### config.mk
export PLATFORM = sky130hd
export DESIGN_NAME = popcount_frame_accumulator_flat
export DESIGN_NICKNAME = d
export VERILOG_FILES = /design/src/rtl/popcount_frame_accumulator_if.sv /design/src/rtl/popcount_frame_accumulator.sv /design/src/flat_wrapper.sv
export SDC_FILE = /design/constraint.sdc
export NUM_CORES = 1
export LEC_CHECK = 0
export ABC_AREA = 1
export CORE_MARGIN = 2
export CORE_UTILIZATION = 61
export CTS_CLUSTER_DIAMETER = 150
export DETAILED_ROUTE_END_ITERATION = 16
export PLACE_DENSITY = 0.83
export SLEW_MARGIN = 5
export SYNTH_ARGS = -nofsm -noshare
export SYNTH_HDL_FRONTEND = slang
export SYNTH_SLANG_ARGS = --single-unit
### constraint.sdc
create_clock -name clk -period 4.94 [get_ports clk]
set_input_delay 1.482 -clock clk [delete_from_list [all_inputs] [get_ports clk]]
set_output_delay 1.482 -clock clk [all_outputs]
set_load 0.01 [all_outputs]
### src/rtl/popcount_frame_accumulator_if.sv
// Stream interface for the popcount frame accumulator: per-word count beats in,
// per-frame statistics out, each side with its own valid/ready handshake.
interface popcount_frame_accumulator_if #(
    parameter int DATA_WIDTH = 32,
    parameter int ACC_WIDTH  = 16,
    parameter int WCNT_WIDTH = 16
);
    localparam int CW = $clog2(DATA_WIDTH + 1);

    // Count beat stream from the bit counter
    logic [CW-1:0]         count_in;
    logic                  count_valid;
    logic                  count_last;
    logic                  count_ready;

    // Frame result stream towards the reporting logic
    logic [ACC_WIDTH-1:0]  sum_out;
    logic [WCNT_WIDTH-1:0] words_out;
    logic [CW-1:0]         max_out;
    logic                  sat_out;
    logic                  sum_valid;
    logic                  sum_ready;

    modport master (
        output count_in,
        output count_valid,
        output count_last,
        input  count_ready,
        input  sum_out,
        input  words_out,
        input  max_out,
        input  sat_out,
        input  sum_valid,
        output sum_ready
    );

    modport slave (
        input  count_in,
        input  count_valid,
        input  count_last,
        output count_ready,
        output sum_out,
        output words_out,
        output max_out,
        output sat_out,
        output sum_valid,
        input  sum_ready
    );
endinterface

### src/rtl/popcount_frame_accumulator.sv
// Accumulates per-word ones counts over a frame and presents the frame total,
// word count, peak count and a saturation flag on a registered result stream.
module popcount_frame_accumulator #(
    parameter int DATA_WIDTH = 32,
    parameter int ACC_WIDTH  = 16,
    parameter int WCNT_WIDTH = 16
) (
    input  logic                          clk,
    input  logic                          rst_n,
    popcount_frame_accumulator_if.slave   bus
);
    localparam int CW = $clog2(DATA_WIDTH + 1);
    localparam logic [CW-1:0]         DW_C     = CW'(DATA_WIDTH);
    localparam logic [ACC_WIDTH-1:0]  ACC_MAX  = '1;
    localparam logic [WCNT_WIDTH-1:0] WCNT_MAX = '1;

    typedef enum logic {
        EMPTY = 1'b0,
        FULL  = 1'b1
    } state_t;

    state_t                state_reg;

    // Running frame accumulators
    logic [ACC_WIDTH-1:0]  acc_reg;
    logic [WCNT_WIDTH-1:0] wcnt_reg;
    logic [CW-1:0]         pmax_reg;
    logic                  sat_reg;

    // Registered frame result
    logic [ACC_WIDTH-1:0]  sum_out_reg;
    logic [WCNT_WIDTH-1:0] words_out_reg;
    logic [CW-1:0]         max_out_reg;
    logic                  sat_out_reg;
    logic                  sum_valid_reg;

    // Next-value candidates for an accepted beat
    logic [CW-1:0]         count_clamped;
    logic [ACC_WIDTH:0]    acc_sum;
    logic                  acc_clip;
    logic                  wcnt_clip;
    logic [ACC_WIDTH-1:0]  acc_next;
    logic [WCNT_WIDTH-1:0] wcnt_next;
    logic [CW-1:0]         pmax_next;
    logic                  sat_next;

    logic                  count_ready_int;
    logic                  accept;
    logic                  accept_last;

    assign count_ready_int = !sum_valid_reg || bus.sum_ready;
    assign accept          = bus.count_valid && count_ready_int;
    assign accept_last     = accept && bus.count_last;

    always_comb begin
        // Counts above DATA_WIDTH cannot come from a legal word; clamp them
        count_clamped = (bus.count_in > DW_C) ? DW_C : bus.count_in;

        // One extra bit on the adder exposes overflow for saturation
        acc_sum   = {1'b0, acc_reg} + (ACC_WIDTH + 1)'(count_clamped);
        acc_clip  = acc_sum[ACC_WIDTH];
        acc_next  = acc_clip ? ACC_MAX : acc_sum[ACC_WIDTH-1:0];

        wcnt_clip = (wcnt_reg == WCNT_MAX);
        wcnt_next = wcnt_clip ? WCNT_MAX : wcnt_reg + 1'b1;

        pmax_next = (count_clamped > pmax_reg) ? count_clamped : pmax_reg;
        sat_next  = sat_reg | acc_clip | wcnt_clip;
    end

    always_ff @(posedge clk or negedge rst_n) begin
        if (!rst_n) begin
            state_reg     <= EMPTY;
            acc_reg       <= '0;
            wcnt_reg      <= '0;
            pmax_reg      <= '0;
            sat_reg       <= 1'b0;
            sum_out_reg   <= '0;
            words_out_reg <= '0;
            max_out_reg   <= '0;
            sat_out_reg   <= 1'b0;
            sum_valid_reg <= 1'b0;
        end else begin
            if (accept) begin
                if (bus.count_last) begin
                    // Publish the frame including this beat, start the next one empty
                    sum_out_reg   <= acc_next;
                    words_out_reg <= wcnt_next;
                    max_out_reg   <= pmax_next;
                    sat_out_reg   <= sat_next;
                    acc_reg       <= '0;
                    wcnt_reg      <= '0;
                    pmax_reg      <= '0;
                    sat_reg       <= 1'b0;
                end else begin
                    acc_reg       <= acc_next;
                    wcnt_reg      <= wcnt_next;
                    pmax_reg      <= pmax_next;
                    sat_reg       <= sat_next;
                end
            end

            case (state_reg)
                EMPTY: begin
                    if (accept_last) begin
                        state_reg     <= FULL;
                        sum_valid_reg <= 1'b1;
                    end
                end
                FULL: begin
                    // A new last beat in the consume cycle keeps the result stream full
                    if (bus.sum_ready && !accept_last) begin
                        state_reg     <= EMPTY;
                        sum_valid_reg <= 1'b0;
                    end
                end
                default: begin
                    state_reg     <= EMPTY;
                    sum_valid_reg <= 1'b0;
                end
            endcase
        end
    end

    assign bus.count_ready = count_ready_int;
    assign bus.sum_out     = sum_out_reg;
    assign bus.words_out   = words_out_reg;
    assign bus.max_out     = max_out_reg;
    assign bus.sat_out     = sat_out_reg;
    assign bus.sum_valid   = sum_valid_reg;

endmodule

### src/flat_wrapper.sv
// flat-port wrapper written by rule: the top's interface ports become plain ports
module popcount_frame_accumulator_flat 
#(
    parameter int DATA_WIDTH = 32,
    parameter int ACC_WIDTH  = 16,
    parameter int WCNT_WIDTH = 16
)
  (clk, rst_n, bus_count_in, bus_count_valid, bus_count_last, bus_count_ready, bus_sum_out, bus_words_out, bus_max_out, bus_sat_out, bus_sum_valid, bus_sum_ready);
  popcount_frame_accumulator_if #(.DATA_WIDTH(DATA_WIDTH), .ACC_WIDTH(ACC_WIDTH), .WCNT_WIDTH(WCNT_WIDTH)) bus_i ();
  input  logic clk;
  input  logic rst_n;
  input wire logic [$bits(bus_i.count_in)-1:0] bus_count_in;
  input wire logic [$bits(bus_i.count_valid)-1:0] bus_count_valid;
  input wire logic [$bits(bus_i.count_last)-1:0] bus_count_last;
  output wire logic [$bits(bus_i.count_ready)-1:0] bus_count_ready;
  output wire logic [$bits(bus_i.sum_out)-1:0] bus_sum_out;
  output wire logic [$bits(bus_i.words_out)-1:0] bus_words_out;
  output wire logic [$bits(bus_i.max_out)-1:0] bus_max_out;
  output wire logic [$bits(bus_i.sat_out)-1:0] bus_sat_out;
  output wire logic [$bits(bus_i.sum_valid)-1:0] bus_sum_valid;
  input wire logic [$bits(bus_i.sum_ready)-1:0] bus_sum_ready;
  assign bus_i.count_in = bus_count_in;
  assign bus_i.count_valid = bus_count_valid;
  assign bus_i.count_last = bus_count_last;
  assign bus_count_ready = bus_i.count_ready;
  assign bus_sum_out = bus_i.sum_out;
  assign bus_words_out = bus_i.words_out;
  assign bus_max_out = bus_i.max_out;
  assign bus_sat_out = bus_i.sat_out;
  assign bus_sum_valid = bus_i.sum_valid;
  assign bus_i.sum_ready = bus_sum_ready;
  popcount_frame_accumulator #(.DATA_WIDTH(DATA_WIDTH), .ACC_WIDTH(ACC_WIDTH), .WCNT_WIDTH(WCNT_WIDTH)) u_core (.clk(clk), .rst_n(rst_n), .bus(bus_i));
endmodule
# ---- Word level (Yosys, flattened, before mapping)
# Cells that the tools add are included.
dict set report totals {
  register_bits 80
  input_bits 11
  out_inout_bits 41
  wordCells 42
}
dict set report classes {
  addsub 2
  n_lt_le_gt_ge 2
  n_eq_ne 3
  n_mux 14
  bitwise_logic 3
  n_reduce_logical 8
}
# op n
set ops {}
lappend ops {{$mux W16} 4}
lappend ops {{$mux W6} 3}
lappend ops {{$add A16 B6 Y17} 1}
lappend ops {{$add A16 B1 Y16 const B} 1}
lappend ops {{$eq A16 B16 Y1 const B} 1}
lappend ops {{$gt A6 B6 Y1} 1}
lappend ops {{$gt A6 B6 Y1 const B} 1}
lappend ops {{$mux W1} 5}
lappend ops {{$pmux W1 S2} 2}
lappend ops {{$reduce_and A2 Y1} 2}
lappend ops {{$logic_and A1 B1 Y1} 3}
lappend ops {{$logic_not A1 Y1} 2}
lappend ops {{$ne A2 B1 Y1 const B} 1}
lappend ops {{$ne A2 B2 Y1 const B} 1}
lappend ops {{$or A1 B1 Y1} 2}
lappend ops {{$logic_or A1 B1 Y1} 1}
lappend ops {{$not A1 Y1} 1}

# ---- Logic depth before layout (Yosys ltp)
dict set report logic_depth {
  ltp_word 8
  depth_mapped 16
  ltp_nobuf 16
}

# ---- Worst setup path before layout
# OpenSTA, ideal clock, no wires.
dict set report synth_timing {
  path_kind {input port to flip-flop}
  start {input port bus_count_in[4]}
  end {register u_core.sat_out_reg, in the netlist u_core.bus.sat_out}
  setup_time_ps 117
  arrival_time_ps 3130
  required_time_ps 4823
  slack_ps 1694
  path_stages 16
  cell_sequence {inv_1 > nand3_1 > nand2_1 > nand2_1 > inv_1 > ha_1 > fa_1 > nand2_1 > nand3_1 > nand2_1 > o21ai_2 > nand2_2 > buf_6 > nand3b_2 > nand2_1 > nand2_1}
}
dict set report synth_between {
  elab_chain_len 5
}
# element line
set synth_rtl {}
lappend synth_rtl {{from (decl)} flat_wrapper.sv:12} ;# input wire logic [$bits(bus_i.count_in)-1:0] bus_count_in;
lappend synth_rtl {{$gt A6 B6 Y1} popcount_frame_accumulator.sv:57} ;# count_clamped = (bus.count_in > DW_C) ? DW_C : bus.count_in;
lappend synth_rtl {{$mux W6 (*)} popcount_frame_accumulator.sv:57}
lappend synth_rtl {{$add A16 B6 Y17 (*)} popcount_frame_accumulator.sv:60} ;# acc_sum = {1'b0, acc_reg} + (ACC_WIDTH + 1)'(count_clamped);
lappend synth_rtl {{$or A1 B1 Y1 (*) (2 in a row)} popcount_frame_accumulator.sv:68} ;# sat_next = sat_reg | acc_clip | wcnt_clip;
lappend synth_rtl {{to (signal assigned)} popcount_frame_accumulator.sv:90} ;# sat_out_reg <= sat_next;
lappend synth_rtl {{to (decl)} popcount_frame_accumulator.sv:34} ;# logic sat_out_reg;
# Mark *: on every way between the ends. The rest lies on a longest branch, timed or not.
# A chain may end at the register's enable or synchronous reset.

# ---- Worst setup path in the final report
dict set report layout_timing {
  start {input port bus_sum_ready}
  end {output port bus_count_ready}
}
dict set report layout_between {
  elab_chain_len 1
}
# element line
set layout_rtl {}
lappend layout_rtl {{from (decl)} flat_wrapper.sv:21} ;# input wire logic [$bits(bus_i.sum_ready)-1:0] bus_sum_ready;
lappend layout_rtl {{$logic_or A1 B1 Y1} popcount_frame_accumulator.sv:51} ;# assign count_ready_int = !sum_valid_reg || bus.sum_ready;
lappend layout_rtl {{to (decl)} flat_wrapper.sv:15} ;# output wire logic [$bits(bus_i.count_ready)-1:0] bus_count_ready;
# Every way passes these cells.

==> impl_metrics.csv <==
group,metric,value,unit
floorplanning,die-width,89.2,um
timing,final_max_slew_viol_count,0,
power_and_ir_drop,ir_drop,168,uV
worst_setup_path,timing.critical_path.to_type,"output pin",
run,drv_cap,0,
timing,finalCritPeriodShare,0.831,
worst_setup_path,crit_path_frequent_cell,"clkdlybuf4s50_1",
timing,relSlewSlack,0.331,
logic_synthesis,synth_compound_gate_area_share,0.0421,
routing,via_per_inst,5.27,
logic_synthesis,sequential_share_of_the_synthesized_area,0.452,
power_and_ir_drop,leakage,0.00287,uW
placement,finalWeightedCongestion,0.895,
final_layout,fin_util,0.728,
timing,fin_crit,4110,ps
floorplanning,floorplan.io_pins,52,
final_layout,area_delta_synth_final,17.4,%
routing,dr_total_vias,4008,
timing,worst_slew_pin_slew,1000,ps
worst_setup_path,crit_fanout,2,
global_route,antenna_found_initial,0,
global_route,grt_max_degree,81,
final_layout,fillers,600,
worst_setup_path,cp_top_family,"buffers and inverters",
final_layout,drive_gt1_frac,0.0619,
run_status,status,"finished clean",
clock_network,cts_hold_buffers,0,
logic_synthesis,post_synthesis_cell_type_with_the_largest_combined_area,"dfrtp_1",
placement,estimated_wirelength_of_the_detail_placed_design,6.75,mm
clock_network,clock-root-buffer,"clkbuf_8",
floorplanning,initial_utilization,0.620,
placement,io_buffers,51,
routing,drt-pass1-iter-count,5,
power_and_ir_drop,power.density,356,nW/um2
worst_setup_path,worstSetupPathType,"in -> out",
logic_synthesis,synthXorXnorAreaFrac,0.00791,
final_layout,finish.net_count,683,
worst_setup_path,critical-path-max-stage-delay,530,ps
logic_synthesis,synth_seq_cells,80,
logic_synthesis,syn_area_per_cell,7.25,um2
worst_setup_path,cp.required,3460,ps
final_layout,area_taken_by_multi_input_logic_gates,2100,um2
global_route,track_usage,0.276,
timing,finalSetupViolations,0,
clock_network,clock-sinks,80,
clock_network,cts-buffers-inserted,9,
logic_synthesis,fraction_of_synthesized_cell_area_taken_by_the_top_area_cell_type,0.452,
routing,drtAntennaViolNets,0,
logic_synthesis,yosys.area_share.adder,0.0413,
worst_setup_path,timing.critical_path.arrival,2620,ps
global_route,number_of_global_route_vias_before_repair,3858,
final_layout,n_antenna_cell,0,
routing,routedWlPerCell,13.3,um
worst_setup_path,start_kind,"primary input",
clock_network,htreeDepth,3,
routing,drc,0,
timing,hold_viol,0,
logic_synthesis,synth_ff_type,"dfrtp_1",
worst_setup_path,path_buf_inv,3,
floorplanning,placeable_core_region,7140,um2
clock_network,cts_max_path_buffers,2,
logic_synthesis,synth.area.mux_share,0,
routing,routed_wirelength,10.1,mm
clock_network,clk_latency,350,ps
worst_setup_path,cpMaxStageDelayCell,"clkdlybuf4s50_1",
logic_synthesis,synth_cell_types,32,
timing,achievable-frequency,0.244,GHz
worst_hold_path,hold_path_class,"reg -> reg",
floorplanning,die_y,89.2,um
routing,detailedRoute.firstIterationViolations,282,
global_route,global_route_overflow,0,
logic_synthesis,synthesis_warnings,0,
logic_synthesis,synth-edff-count,0,
logic_synthesis,synth.cell_area,4430,um2
clock_network,cts_tree,"yes",
logic_synthesis,synth_top_area_cells,"dfrtp_1 45%, nand2_1 24%, nand3_1 6.6%, inv_1 5.3%, ha_1 3.7%",
worst_setup_path,timing.critical_path.cells,"clkdlybuf4s50_1, inv_1, nand2_1, clkdlybuf4s50_1",
logic_synthesis,synth.net_count,636,
logic_synthesis,synth-simple-area-share,0.382,
logic_synthesis,gate_count_of_the_mapped_netlist,611,
timing,finalClockSkew,6.23,ps
logic_synthesis,top_cells_by_instance_count_after_synthesis,"281 x nand2_1, 80 x dfrtp_1, 63 x inv_1, 58 x nand3_1, 27 x o21ai_0",
clock_network,cts_resized,0,
logic_synthesis,synth-async-reset-ratio,1.00,
logic_synthesis,synth.most_common_cell,"nand2_1",
floorplanning,die_area,7950,um2
final_layout,regArea,2000,um2
timing,total_negative_setup_slacks,0,ps
floorplanning,std_cell_rows,31,
clock_network,post-cts-setup-buffer-count,0,
logic_synthesis,largest_family_of_logic_cells_by_synthesized_area,"simple AND/OR/NAND/NOR gates",
clock_network,clk_pin_slew,70,ps
timing,unrepaired_setup_endpoints_after_global_routing,"no",
global_route,grt_first_pass_wirelength,17.0,mm
power breakdown:
| group | leakage (uW) | total (uW) | switching [uW] | internal (uW) |
|---|---|---|---|---|
| clock | 0.000103 | 512 | 231 | 281 |
| sequential | 0.00108 | 806 | 57.3 | 748 |
| combinational | 0.00168 | 533 | 312 | 221 |
| total | 0.00287 | 1850 | 600 | 1250 |
layout by cell type, fill, tap and decap left out, drive strengths merged:
cell type	netlist	layout
o21bai	1	1
clkdlybuf4s50	0	50
ha	13	13
or2	4	4
bufinv	0	2
o21ai	28	28
fa	1	1
dfrtp	80	80
and2	2	2
a21oi	4	4
clkbuf	7	11
nor3	3	3
nand2	285	285
a21boi	1	1
o211ai	1	1
clkinv	0	2
xor2	3	3
buf	11	4
xnor2	1	1
nand3b	6	6
inv	64	64
nor2	28	28
nand4	3	3
nand3	65	65
logic make-up after synthesis:
family	after synthesis
AOI/OAI and AO/OA	35
xor gates and xnor gates	4
adders and majority gates	14
buffers and inverters	82
DFF	80
and+or+nand+nor	396
routing by layer:
metal  part of all wire  global-route usage  wire length [um]  up-vias
met5                  0                   0                 0        -
met2               0.48               0.450              4900      112
met1               0.44               0.359              4490     1875
met4              0.026               0.130               267        0
li1                   -                   -                 -     1994
met3              0.047              0.0471               472       27
area by class of cell:
cell class,instances,area share
sequential,80,0.385
clock inverter,4,0.0135
multi-input combinational,449,0.404
inverter,64,0.0462
tap,99,0.0238
timing repair buffer,54,0.102
clock buffer,11,0.0253
through the flow:
stage / hold slack, ps / instance area, um2 / instances / setup WS (ps) / power, uW
finish: 477 / 5200 / 761 / 834 / 1850
global route: 501 / 5200 / 761 / 784 / 1970
CTS: 478 / 5200 / 761 / 845 / 1860
detailed placement: 457 / 4990 / 746 / 808 / 1340
global placement: 454 / 4990 / 746 / 870 / 1330
floorplan: 441 / 4430 / 611 / 1690 / 1130
tightest hold or removal path: cells and delay by family, from the launching register on:
kind          cells  cell delay [ps]
flops             1              340
simple gates      2              100
worst paths after layout:
| check | startpoint | end | slack (ps) | cells after the start |
|---|---|---|---|---|
| max | bus_sum_ready | bus_count_ready | 830 | 4 |
| min | u_core.sat_reg | u_core.sat_reg | 480 | 2 |
| max reg2reg | u_core.acc_reg[0] | u_core.bus.sum_out[2] | 2710 | 10 |
| min reg2reg | u_core.sat_reg | u_core.sat_reg | 480 | 2 |
| max in group asynchronous | rst_n | u_core.bus.sat_out | 3000 | 1 |
| min in group asynchronous | rst_n | u_core.bus.sum_out[9] | 1280 | 1 |
(Power assumes the default switching activity.)
